[config.mk]
export PLATFORM = sky130hd
export DESIGN_NAME = wf_zoom_ctrl_flat
export DESIGN_NICKNAME = d
export VERILOG_FILES = /design/src/rtl/wf_zoom_ctrl_if.sv /design/src/rtl/wf_zoom_ctrl.sv /design/src/flat_wrapper.sv
export SDC_FILE = /design/constraint.sdc
export NUM_CORES = 1
export LEC_CHECK = 0
export ABC_AREA = 1
export CAP_MARGIN = 10
export CORE_MARGIN = 8
export CORE_UTILIZATION = 30
export CTS_CLUSTER_SIZE = 16
export DETAILED_ROUTE_END_ITERATION = 8
export GPL_ROUTABILITY_DRIVEN = 0
export PLACE_DENSITY_LB_ADDON = 0.05
export SYNTH_ARGS = -nofsm -noshare
export SYNTH_HDL_FRONTEND = slang
export SYNTH_SLANG_ARGS = --single-unit
[constraint.sdc]
create_clock -name clk -period 2.4 [get_ports clk]
set_input_delay 0.72 -clock clk [delete_from_list [all_inputs] [get_ports clk]]
set_output_delay 0.72 -clock clk [all_outputs]
set_load 0.03 [all_outputs]
[src/rtl/wf_zoom_ctrl_if.sv]
// Button inputs and viewport outputs of the waveform zoom controller.
// The master side drives the buttons; the slave side (the controller) drives the limits and status.
interface wf_zoom_ctrl_if #(
    parameter int COORD_W = 10,
    parameter int LVL_W   = 3
);
    logic               btn_full;
    logic               btn_in;
    logic               btn_out;
    logic [COORD_W-1:0] start_x;
    logic [COORD_W-1:0] end_x;
    logic [COORD_W-1:0] start_y;
    logic [COORD_W-1:0] end_y;
    logic [LVL_W-1:0]   zoom_level;
    logic               full_mode;
    logic               settled;

    modport master (
        output btn_full, btn_in, btn_out,
        input  start_x, end_x, start_y, end_y, zoom_level, full_mode, settled
    );

    modport slave (
        input  btn_full, btn_in, btn_out,
        output start_x, end_x, start_y, end_y, zoom_level, full_mode, settled
    );
endinterface

[src/rtl/wf_zoom_ctrl.sv]
// Waveform viewport controller: N zoom-out levels with clamping; WF_ZOOM_ANIM_EN slews limits toward targets.
// Latency: button edge seen at edge k -> state at k -> limits at k+1 (or slewing from k+1); no backpressure.
module wf_zoom_ctrl #(
    parameter int COORD_W     = 10,
    parameter int LEVELS      = 4,
    parameter int LVL_W       = 3,
    parameter int DEF_START_X = 138,
    parameter int DEF_END_X   = 838,
    parameter int DEF_START_Y = 62,
    parameter int DEF_END_Y   = 482,
    parameter int MAX_START_X = 88,
    parameter int MAX_END_X   = 888,
    parameter int MAX_START_Y = 32,
    parameter int MAX_END_Y   = 512,
    parameter int STEP_X      = 10,
    parameter int STEP_Y      = 6
) (
    input  logic          clk,
    input  logic          rst,
    wf_zoom_ctrl_if.slave zif
);

    localparam int W = COORD_W + LVL_W + 4;
    localparam logic [LVL_W-1:0] LVL_MAX = LVL_W'(LEVELS);
    localparam logic [LVL_W-1:0] LVL_ONE = LVL_W'(1);

    typedef enum logic [1:0] {
        ST_DEFAULT = 2'd0,
        ST_ZOOM    = 2'd1,
        ST_FULL    = 2'd2
    } state_t;

    state_t             state_q;
    logic [LVL_W-1:0]   level_q;
    logic               full_mode_q;
    logic [2:0]         btn_prev_q;
    logic               armed_q;
    logic [2:0]         btn_now;
    logic [2:0]         btn_ev;
    logic               ev_full;
    logic               ev_in;
    logic               ev_out;

    logic [COORD_W-1:0] tgt_sx, tgt_ex, tgt_sy, tgt_ey;
    logic [COORD_W-1:0] sx_d, ex_d, sy_d, ey_d;
    logic [COORD_W-1:0] sx_q, ex_q, sy_q, ey_q;

    // Buttons already high when reset releases are absorbed into the history on the first clock.
    assign btn_now = {zif.btn_full, zif.btn_in, zif.btn_out};
    assign btn_ev  = armed_q ? (btn_now & ~btn_prev_q) : 3'b000;
    assign ev_full = btn_ev[2];
    assign ev_in   = btn_ev[1] & ~btn_ev[2];
    assign ev_out  = btn_ev[0] & ~btn_ev[2] & ~btn_ev[1];

    always_ff @(posedge clk or negedge rst) begin
        if (!rst) begin
            state_q     <= ST_DEFAULT;
            level_q     <= '0;
            full_mode_q <= 1'b0;
            btn_prev_q  <= 3'b000;
            armed_q     <= 1'b0;
        end else begin
            btn_prev_q <= btn_now;
            armed_q    <= 1'b1;
            case (state_q)
                ST_DEFAULT: begin
                    if (ev_full) begin
                        state_q     <= ST_FULL;
                        level_q     <= LVL_MAX;
                        full_mode_q <= 1'b1;
                    end else if (ev_in) begin
                        state_q <= ST_ZOOM;
                        level_q <= LVL_ONE;
                    end
                end
                ST_ZOOM: begin
                    if (ev_full) begin
                        state_q <= ST_DEFAULT;
                        level_q <= '0;
                    end else if (ev_in) begin
                        if (level_q == LVL_MAX) begin
                            state_q     <= ST_FULL;
                            full_mode_q <= 1'b1;
                        end else begin
                            level_q <= level_q + LVL_ONE;
                        end
                    end else if (ev_out) begin
                        if (level_q == LVL_ONE) begin
                            state_q <= ST_DEFAULT;
                            level_q <= '0;
                        end else begin
                            level_q <= level_q - LVL_ONE;
                        end
                    end
                end
                ST_FULL: begin
                    if (ev_full) begin
                        state_q     <= ST_DEFAULT;
                        level_q     <= '0;
                        full_mode_q <= 1'b0;
                    end else if (ev_out) begin
                        state_q     <= ST_ZOOM;
                        level_q     <= LVL_MAX;
                        full_mode_q <= 1'b0;
                    end
                end
                default: begin
                    state_q     <= ST_DEFAULT;
                    level_q     <= '0;
                    full_mode_q <= 1'b0;
                end
            endcase
        end
    end

    // Lower edge: compare the offset against the available headroom so the subtraction never wraps.
    function automatic logic [COORD_W-1:0] lo_edge(input int def_v, input int max_v,
                                                   input int step, input logic [LVL_W-1:0] lvl);
        logic [W-1:0] off;
        off = W'(lvl) * W'(step);
        if (off >= W'(def_v - max_v)) return COORD_W'(max_v);
        return COORD_W'(W'(def_v) - off);
    endfunction

    function automatic logic [COORD_W-1:0] hi_edge(input int def_v, input int max_v,
                                                   input int step, input logic [LVL_W-1:0] lvl);
        logic [W-1:0] sum;
        sum = W'(def_v) + W'(lvl) * W'(step);
        if (sum >= W'(max_v)) return COORD_W'(max_v);
        return COORD_W'(sum);
    endfunction

    always_comb begin
        tgt_sx = lo_edge(DEF_START_X, MAX_START_X, STEP_X, level_q);
        tgt_ex = hi_edge(DEF_END_X,   MAX_END_X,   STEP_X, level_q);
        tgt_sy = lo_edge(DEF_START_Y, MAX_START_Y, STEP_Y, level_q);
        tgt_ey = hi_edge(DEF_END_Y,   MAX_END_Y,   STEP_Y, level_q);
        if (state_q == ST_FULL) begin
            tgt_sx = COORD_W'(MAX_START_X);
            tgt_ex = COORD_W'(MAX_END_X);
            tgt_sy = COORD_W'(MAX_START_Y);
            tgt_ey = COORD_W'(MAX_END_Y);
        end
    end

`ifdef WF_ZOOM_ANIM_EN
    function automatic logic [COORD_W-1:0] slew(input logic [COORD_W-1:0] cur,
                                                input logic [COORD_W-1:0] tgt, input int step);
        logic [COORD_W-1:0] stp;
        stp = COORD_W'(step);
        if (cur < tgt) return ((tgt - cur) > stp) ? (cur + stp) : tgt;
        if (cur > tgt) return ((cur - tgt) > stp) ? (cur - stp) : tgt;
        return cur;
    endfunction

    always_comb begin
        sx_d = slew(sx_q, tgt_sx, STEP_X);
        ex_d = slew(ex_q, tgt_ex, STEP_X);
        sy_d = slew(sy_q, tgt_sy, STEP_Y);
        ey_d = slew(ey_q, tgt_ey, STEP_Y);
    end

    assign zif.settled = (sx_q == tgt_sx) && (ex_q == tgt_ex) &&
                         (sy_q == tgt_sy) && (ey_q == tgt_ey);
`else
    always_comb begin
        sx_d = tgt_sx;
        ex_d = tgt_ex;
        sy_d = tgt_sy;
        ey_d = tgt_ey;
    end

    assign zif.settled = 1'b1;
`endif

    always_ff @(posedge clk or negedge rst) begin
        if (!rst) begin
            sx_q <= COORD_W'(DEF_START_X);
            ex_q <= COORD_W'(DEF_END_X);
            sy_q <= COORD_W'(DEF_START_Y);
            ey_q <= COORD_W'(DEF_END_Y);
        end else begin
            sx_q <= sx_d;
            ex_q <= ex_d;
            sy_q <= sy_d;
            ey_q <= ey_d;
        end
    end

    assign zif.start_x    = sx_q;
    assign zif.end_x      = ex_q;
    assign zif.start_y    = sy_q;
    assign zif.end_y      = ey_q;
    assign zif.zoom_level = level_q;
    assign zif.full_mode  = full_mode_q;

endmodule

[src/flat_wrapper.sv]
// flat-port wrapper written by rule: the top's interface ports become plain ports
module wf_zoom_ctrl_flat 
#(
    parameter int COORD_W     = 10,
    parameter int LEVELS      = 4,
    parameter int LVL_W       = 3,
    parameter int DEF_START_X = 138,
    parameter int DEF_END_X   = 838,
    parameter int DEF_START_Y = 62,
    parameter int DEF_END_Y   = 482,
    parameter int MAX_START_X = 88,
    parameter int MAX_END_X   = 888,
    parameter int MAX_START_Y = 32,
    parameter int MAX_END_Y   = 512,
    parameter int STEP_X      = 10,
    parameter int STEP_Y      = 6
)
  (clk, rst, zif_btn_full, zif_btn_in, zif_btn_out, zif_start_x, zif_end_x, zif_start_y, zif_end_y, zif_zoom_level, zif_full_mode, zif_settled);
  wf_zoom_ctrl_if #(.COORD_W(COORD_W), .LVL_W(LVL_W)) zif_i ();
  input  logic clk;
  input  logic rst;
  input wire logic [$bits(zif_i.btn_full)-1:0] zif_btn_full;
  input wire logic [$bits(zif_i.btn_in)-1:0] zif_btn_in;
  input wire logic [$bits(zif_i.btn_out)-1:0] zif_btn_out;
  output wire logic [$bits(zif_i.start_x)-1:0] zif_start_x;
  output wire logic [$bits(zif_i.end_x)-1:0] zif_end_x;
  output wire logic [$bits(zif_i.start_y)-1:0] zif_start_y;
  output wire logic [$bits(zif_i.end_y)-1:0] zif_end_y;
  output wire logic [$bits(zif_i.zoom_level)-1:0] zif_zoom_level;
  output wire logic [$bits(zif_i.full_mode)-1:0] zif_full_mode;
  output wire logic [$bits(zif_i.settled)-1:0] zif_settled;
  assign zif_i.btn_full = zif_btn_full;
  assign zif_i.btn_in = zif_btn_in;
  assign zif_i.btn_out = zif_btn_out;
  assign zif_start_x = zif_i.start_x;
  assign zif_end_x = zif_i.end_x;
  assign zif_start_y = zif_i.start_y;
  assign zif_end_y = zif_i.end_y;
  assign zif_zoom_level = zif_i.zoom_level;
  assign zif_full_mode = zif_i.full_mode;
  assign zif_settled = zif_i.settled;
  wf_zoom_ctrl #(.COORD_W(COORD_W), .LEVELS(LEVELS), .LVL_W(LVL_W), .DEF_START_X(DEF_START_X), .DEF_END_X(DEF_END_X), .DEF_START_Y(DEF_START_Y), .DEF_END_Y(DEF_END_Y), .MAX_START_X(MAX_START_X), .MAX_END_X(MAX_END_X), .MAX_START_Y(MAX_START_Y), .MAX_END_Y(MAX_END_Y), .STEP_X(STEP_X), .STEP_Y(STEP_Y)) u_core (.clk(clk), .rst(rst), .zif(zif_i));
endmodule
==> reports/results.ini, run 1 <==
[worst_setup_path]
path_max_fanout = 2
reg2reg_slack_ns = 0.50
end_kind = output port
worstSetupPathType = reg -> out
required_ns = 1.68
slowest_stage = clkdlybuf4s50_1
path_buf_inv = 1
arrival_ns = 1.47
slowest_delay_ns = 0.67
cp-start-kind = flop
path_delay_family = buffers and inverters
crit_path_cell_trace = clkdlybuf4s50_1

[detailed_routing]
drt_first_pass_iters = 4
drc_errors = 0
wire_per_inst_microns = 11.7
ant_nets = 0
drt_iter0_markers = 26
wirelength_microns = 4060
routed_via_density = 4.01
dr_total_vias = 1393

[clock_network]
numClockSinks = 36
numCtsBuffers = 5
cts_resized = 0
htreeDepth = 2
cts_setup_buffers = 0
cts.clk_slew.worst_paths_ns = 0.08
root_buffer = clkbuf_8
cts-hold-fix-buffers = 0
cts_tree = built
clk_latency_ns = 0.28
clk_path_buf_depth = 2

[timing]
tightest_slew_ns = 0.765
drv_slew = 0
relSlewSlack = 0.490
worst_slack_ns = 0.208
fmax_ghz = 0.456
fin_skew_ns = 0.00627
layout_min_cycle_time_ns = 2.19
fin_crit_sh = 0.913
finalHoldViolCount = 0
rsz0062_at_grt = false
finalSetupViolCount = 0
finalSetupTns_ns = 0

[logic_synthesis]
yosysTopAreaCellShare = 0.262
synth.cell_area_sq_um = 2010
ys_seq_area_frac = 0.458
ys_seq_elements = 36
synth_edf_count = 0
ys_types = 29
synthCells = 220
yosys.area.top_type = dfrtp_1
avgSynthCellArea_sq_um = 9.13
async_flop_share = 1.00
yosysWarningCount = 0
ys.flop_type = dfrtp_1
synthTopCellsByArea = dfrtp_1 (26%), dfstp_2 (20%), nand2_1 (9.7%), ha_1 (9.3%), buf_4 (6.0%)

[die]
fp.dieW_microns = 97.8
die_area_sq_um = 9570
die_h_microns = 97.8
coreArea_sq_um = 6640
initial_utilization = 0.302
pin_count = 50
rows = 30

[run_status]
outcome = complete, no violations

[placement]
dp_slack_ns = 0.353
post-place-cells = 339
numPortBuffers = 36
place_hpwl_microns = 3200
placed_cell_area_sq_um = 2440

[pwr]
power.leakage_nw = 1.26
powerDensity_nw_per_um2 = 1490
p_total_mw = 3.79
ir_drop_mv = 0.415

[global_routing]
grt_antenna_before_repair = 0
grt_pass1_wl_microns = 7290
grt_overflow = 0
grt_pass1_vias = 1514
grt_max_degree = 37
grt_usage = 0.0945

[finish]
nets = 287
drive_above_1_share = 0.176
layout_commonest_cell = nand2_1
fin_cells = 347
antennaDiodeCount = 0
final_cell_mix = nand2_1 (52), clkdlybuf4s50_1 (35), inv_1 (24), nor2_1 (24), dfrtp_1 (21)
fin_area_sq_um = 2540
synthToLayoutAreaGrowth_pct = 26.7

[flow_run]
cap_viol_max_count = 0

[min_path]
hp-class = reg -> reg

-- logic make-up after synthesis --
group	count (synthesis)	share of synthesized area
and+or+nand+nor	107	0.261
DFF	36	0.458
buffers and inverters	42	0.110
xor gates and xnor gates	6	0.0299
other	2	0.00374
AOI/OAI and AO/OA	11	0.0336
adders and majority gates	16	0.103
-- power breakdown --
| part | switching, mW | internal, mW |
|---|---|---|
| sequential | 0.111 | 0.932 |
| clock | 0.219 | 0.308 |
| combinational | 1.36 | 0.859 |
-- area by class of cell --
class / count / area, sq um
clock buffer: 6 / 72.6
clock inverter: 2 / 35.0
fill: 683 / 4100
inverter: 25 / 96.3
multi-input combinational: 156 / 920
sequential: 36 / 920
tap: 80 / 100
timing repair buffer: 42 / 400
-- Yosys cell counts (2+ instances only) --
cell type	number
nor2_1	24
o21ai_0	3
xor2_1	2
nand3_2	2
nor3_1	3
a21oi_1	4
inv_1	24
o21ai_2	2
nand2_4	3
nand3_1	10
nand2_1	52
nand4_1	3
buf_4	16
nor2_4	5
dfstp_2	15
dfrtp_1	21
xnor2_1	3
ha_1	15
conb_1	2
nand2_2	2
-- final timing paths --
path                                          start                  endpoint  cells after the start
max in group asynchronous                       rst       u_core.zif.end_x[5]                      1
hold / removal                 u_core.zif.full_mode      u_core.zif.full_mode                      2
hold reg to reg                u_core.zif.full_mode      u_core.zif.full_mode                      2
min in group asynchronous                       rst  u_core.zif.zoom_level[2]                      1
setup reg to reg           u_core.zif.zoom_level[1]       u_core.zif.end_x[2]                     12
setup / recovery                u_core.zif.end_y[7]              zif_end_y[5]                      1
-- state kept, by name, summed over array words and instances, names as in the netlist --
name	count
u_core.armed_q	1
u_core.zif.zoom_level	3
u_core.zif.full_mode	1
u_core.btn_prev_q	3
u_core.state_q	2
u_core.zif.start_y	5
u_core.zif.end_y	7
u_core.zif.start_x	7
u_core.zif.end_x	7
-- metal layers --
metal / up-vias / global-route usage / part of all wire
met5: - / 0 / 0
met4: 0 / 0.0396 / 0.018
met3: 4 / 0.0320 / 0.053
met2: 31 / 0.154 / 0.45
met1: 619 / 0.110 / 0.48
li1: 739 / - / -
-- metrics by stage --
stage / hold WS (ns) / util
floorplan: 0.424 / -
global placement: 0.476 / 0.367
detailed placement: 0.464 / 0.367
CTS: 0.495 / 0.383
global route: 0.516 / 0.383
finish: 0.492 / 0.383
-- worst reg2reg max path, cell delays in order, from the launching register on --
cell and delay (ns):
dfrtp_1 0.45, buf_4 0.21, inv_1 0.18, ha_1 0.27, inv_1 0.08, nand2_1 0.08
nor2_1 0.14, inv_1 0.06, nand2_1 0.07, nand2_1 0.05, nand2_1 0.08, nand2_1 0.07
nor2_1 0.11
No activity file was read; power rests on OpenSTA's default activity.
==> run 2, diff against run 1 <==
--- a/config.mk
+++ b/config.mk
@@ -13,6 +13,8 @@
 export DETAILED_ROUTE_END_ITERATION = 8
 export GPL_ROUTABILITY_DRIVEN = 0
 export PLACE_DENSITY_LB_ADDON = 0.05
+export RECOVER_POWER = 50
 export SYNTH_ARGS = -nofsm -noshare
 export SYNTH_HDL_FRONTEND = slang
 export SYNTH_SLANG_ARGS = --single-unit
+export TNS_END_PERCENT = 10
==> run 2 against run 1 <==
  * Non-clock buffer count did not move
  * Clock power hardly changed
  * Critical path type unchanged
  * Sequential share of layout area up 0.30 points
  * Wire length is the same
  * Setup slack lost 0.00056 ns
  * Maximum frequency about the same
  * Global-route usage did not move
  * Register-to-register slack lost 0.06 ns
  * Final area decreased by 0.84%
  * Critical path depth stayed put
==> reports/results.ini, run 2 (synthesis gave the netlist of run 1 again) <==
[run_status]
outcome = complete, no violations

[pwr]
ir_drop_mv = 0.411  ; -1.0%
power.leakage_nw = 1.25  ; -0.84%
p_comb_frac = 0.581  ; -0.005
powerDensity_nw_per_um2 = 1490  ; -0.31%
p_int_mw = 2.07  ; -1.3%
power_frac_seq = 0.278  ; +0.003
power_switching_mw = 1.68  ; -0.98%
switching_share = 0.447  ; +0.000765
p_total_mw = 3.75  ; -1.1%
power.share.clock = 0.141  ; +0.002

[detailed_routing]
drc_errors = 0  ; unchanged
wire_per_inst_microns = 11.7  ; unchanged
wirelength_microns = 4060  ; unchanged
drt_first_pass_iters = 4  ; unchanged
ant_nets = 0  ; unchanged
drt_iter0_markers = 30  ; +15%
routed_via_density = 4.01  ; about the same
dr_total_vias = 1392  ; -0.072%

[timing]
drv_slew = 0  ; unchanged
rsz0062_at_grt = false
fin_crit_sh = 0.914  ; about the same
finalHoldViolCount = 0  ; unchanged
fmax_ghz = 0.456  ; about the same
tightest_slew_ns = 0.858  ; +0.0928 ns
fin_skew_ns = 0.00729  ; +0.00102 ns
finalSetupViolCount = 0  ; unchanged
finalSetupTns_ns = 0  ; unchanged
worst_slack_ns = 0.207  ; -0.000564 ns
relSlewSlack = 0.428  ; -0.0619
layout_min_cycle_time_ns = 2.19  ; +0.000564 ns

[global_routing]
use_met1 = 0.110  ; unchanged
grt_pass1_wl_microns = 7290  ; unchanged
busiest_layer = met2
grt_max_degree = 37  ; unchanged
grt_antenna_before_repair = 0  ; unchanged
grt_use_met2 = 0.154  ; unchanged
grt_use_met3 = 0.0320  ; unchanged
grt_overflow = 0  ; unchanged
grt_usage = 0.0945  ; unchanged
grt_pass1_vias = 1514  ; unchanged

[finish]
layout_commonest_cell = nand2_1
antennaDiodeCount = 0  ; unchanged
nets = 287  ; unchanged
synthToLayoutAreaGrowth_pct = 25.6
final_cell_mix = nand2_1 (52), clkdlybuf4s50_1 (32), nor2_1 (26)
fill_cells = 686  ; +0.44%
register_area_sq_um = 920  ; unchanged
drive_above_1_share = 0.157  ; -0.0187
multiInputGateArea_sq_um = 906  ; -1.5%
fin_util = 0.380  ; -0.00320

[clock_network]
cts_tree = built
numClockSinks = 36  ; unchanged
clk_latency_ns = 0.28  ; about the same
root_buffer = clkbuf_8
clk_path_buf_depth = 2  ; unchanged
cts_setup_buffers = 0  ; unchanged
cts-hold-fix-buffers = 0  ; unchanged
cts_resized = 0  ; unchanged
cts.clk_slew.worst_paths_ns = 0.08  ; about the same
htreeDepth = 2  ; unchanged
numCtsBuffers = 5  ; unchanged

[placement]
dp_slack_ns = 0.353  ; unchanged
numPortBuffers = 36  ; unchanged
place_hpwl_microns = 3200  ; unchanged

[worst_setup_path]
crit_path_cell_trace = clkdlybuf4s50_1
end_kind = output port
path_delay_family = buffers and inverters
path_buf_inv = 1  ; unchanged
cp-start-kind = flop
arrival_ns = 1.47  ; about the same
path_max_fanout = 2  ; unchanged
worstSetupPathType = reg -> out
required_ns = 1.68  ; about the same
slowest_stage = clkdlybuf4s50_1
slowest_delay_ns = 0.67  ; about the same

[min_path]
hp-class = reg -> reg

[die]
pin_count = 50  ; unchanged
initial_utilization = 0.302  ; unchanged
die_h_microns = 97.8  ; unchanged
coreArea_sq_um = 6640  ; unchanged
rows = 30  ; unchanged
fp.dieW_microns = 97.8  ; unchanged
die_area_sq_um = 9570  ; unchanged

[flow_run]
cap_viol_max_count = 0  ; unchanged

## run 2: layout make-up
cell class,instances,area share
Multi-Input combinational cell,156,0.359
Clock buffer,6,0.0288
Tap cell,80,0.0397
Clock inverter,2,0.0139
Sequential cell,36,0.365
Timing Repair Buffer,42,0.156
Inverter,25,0.0382
## run 2: layer usage
metal	part of all wire	vias to the layer above
met3	0.053	4
met5	0	-
met2	0.45	31
met4	0.018	0
met1	0.48	618
li1	-	739
## run 2: through the flow
step	instances	hold WS, ns	cell area, sq um
after floorplan	234	0.424	2060
after global placement	339	0.476	2440
after detailed placement	339	0.464	2440
after CTS	347	0.495	2540
after global routing	347	0.516	2520
final	347	0.492	2520
## run 2: path summary, 6_finish.rpt
path	from	to	slack (ns)	depth (start not counted)
worst max-delay path	u_core.zif.end_y[7]	zif_end_y[5]	0.21	1
worst min-delay path	u_core.zif.full_mode	u_core.zif.full_mode	0.49	2
worst max register to register	u_core.zif.zoom_level[2]	u_core.zif.zoom_level[2]	0.44	10
worst min register to register	u_core.zif.full_mode	u_core.zif.full_mode	0.49	2
max in group asynchronous	rst	u_core.zif.end_x[5]	1.33	1
min in group asynchronous	rst	u_core.zif.zoom_level[2]	0.53	1
## run 2: power groups by stage
| stage | logic (mW) | registers (mW) | clock network [mW] |
|---|---|---|---|
| detailed placement | 2.26 | 1.06 | 0 |
| CTS | 2.26 | 1.05 | 0.558 |
| floorplan | 1.06 | 1.52 | 0 |
| global route | 2.43 | 1.08 | 0.575 |
| global placement | 2.27 | 1.07 | 0 |
| finish | 2.18 | 1.04 | 0.528 |
==> run 3, diff against run 2 <==
--- a/config.mk
+++ b/config.mk
@@ -14,6 +14,7 @@
 export GPL_ROUTABILITY_DRIVEN = 0
 export PLACE_DENSITY_LB_ADDON = 0.05
 export RECOVER_POWER = 50
+export SLEW_MARGIN = 20
 export SYNTH_ARGS = -nofsm -noshare
 export SYNTH_HDL_FRONTEND = slang
 export SYNTH_SLANG_ARGS = --single-unit
==> results of run 3 <==
No change in the layout: final DEF, timing and power equal those of run 2.
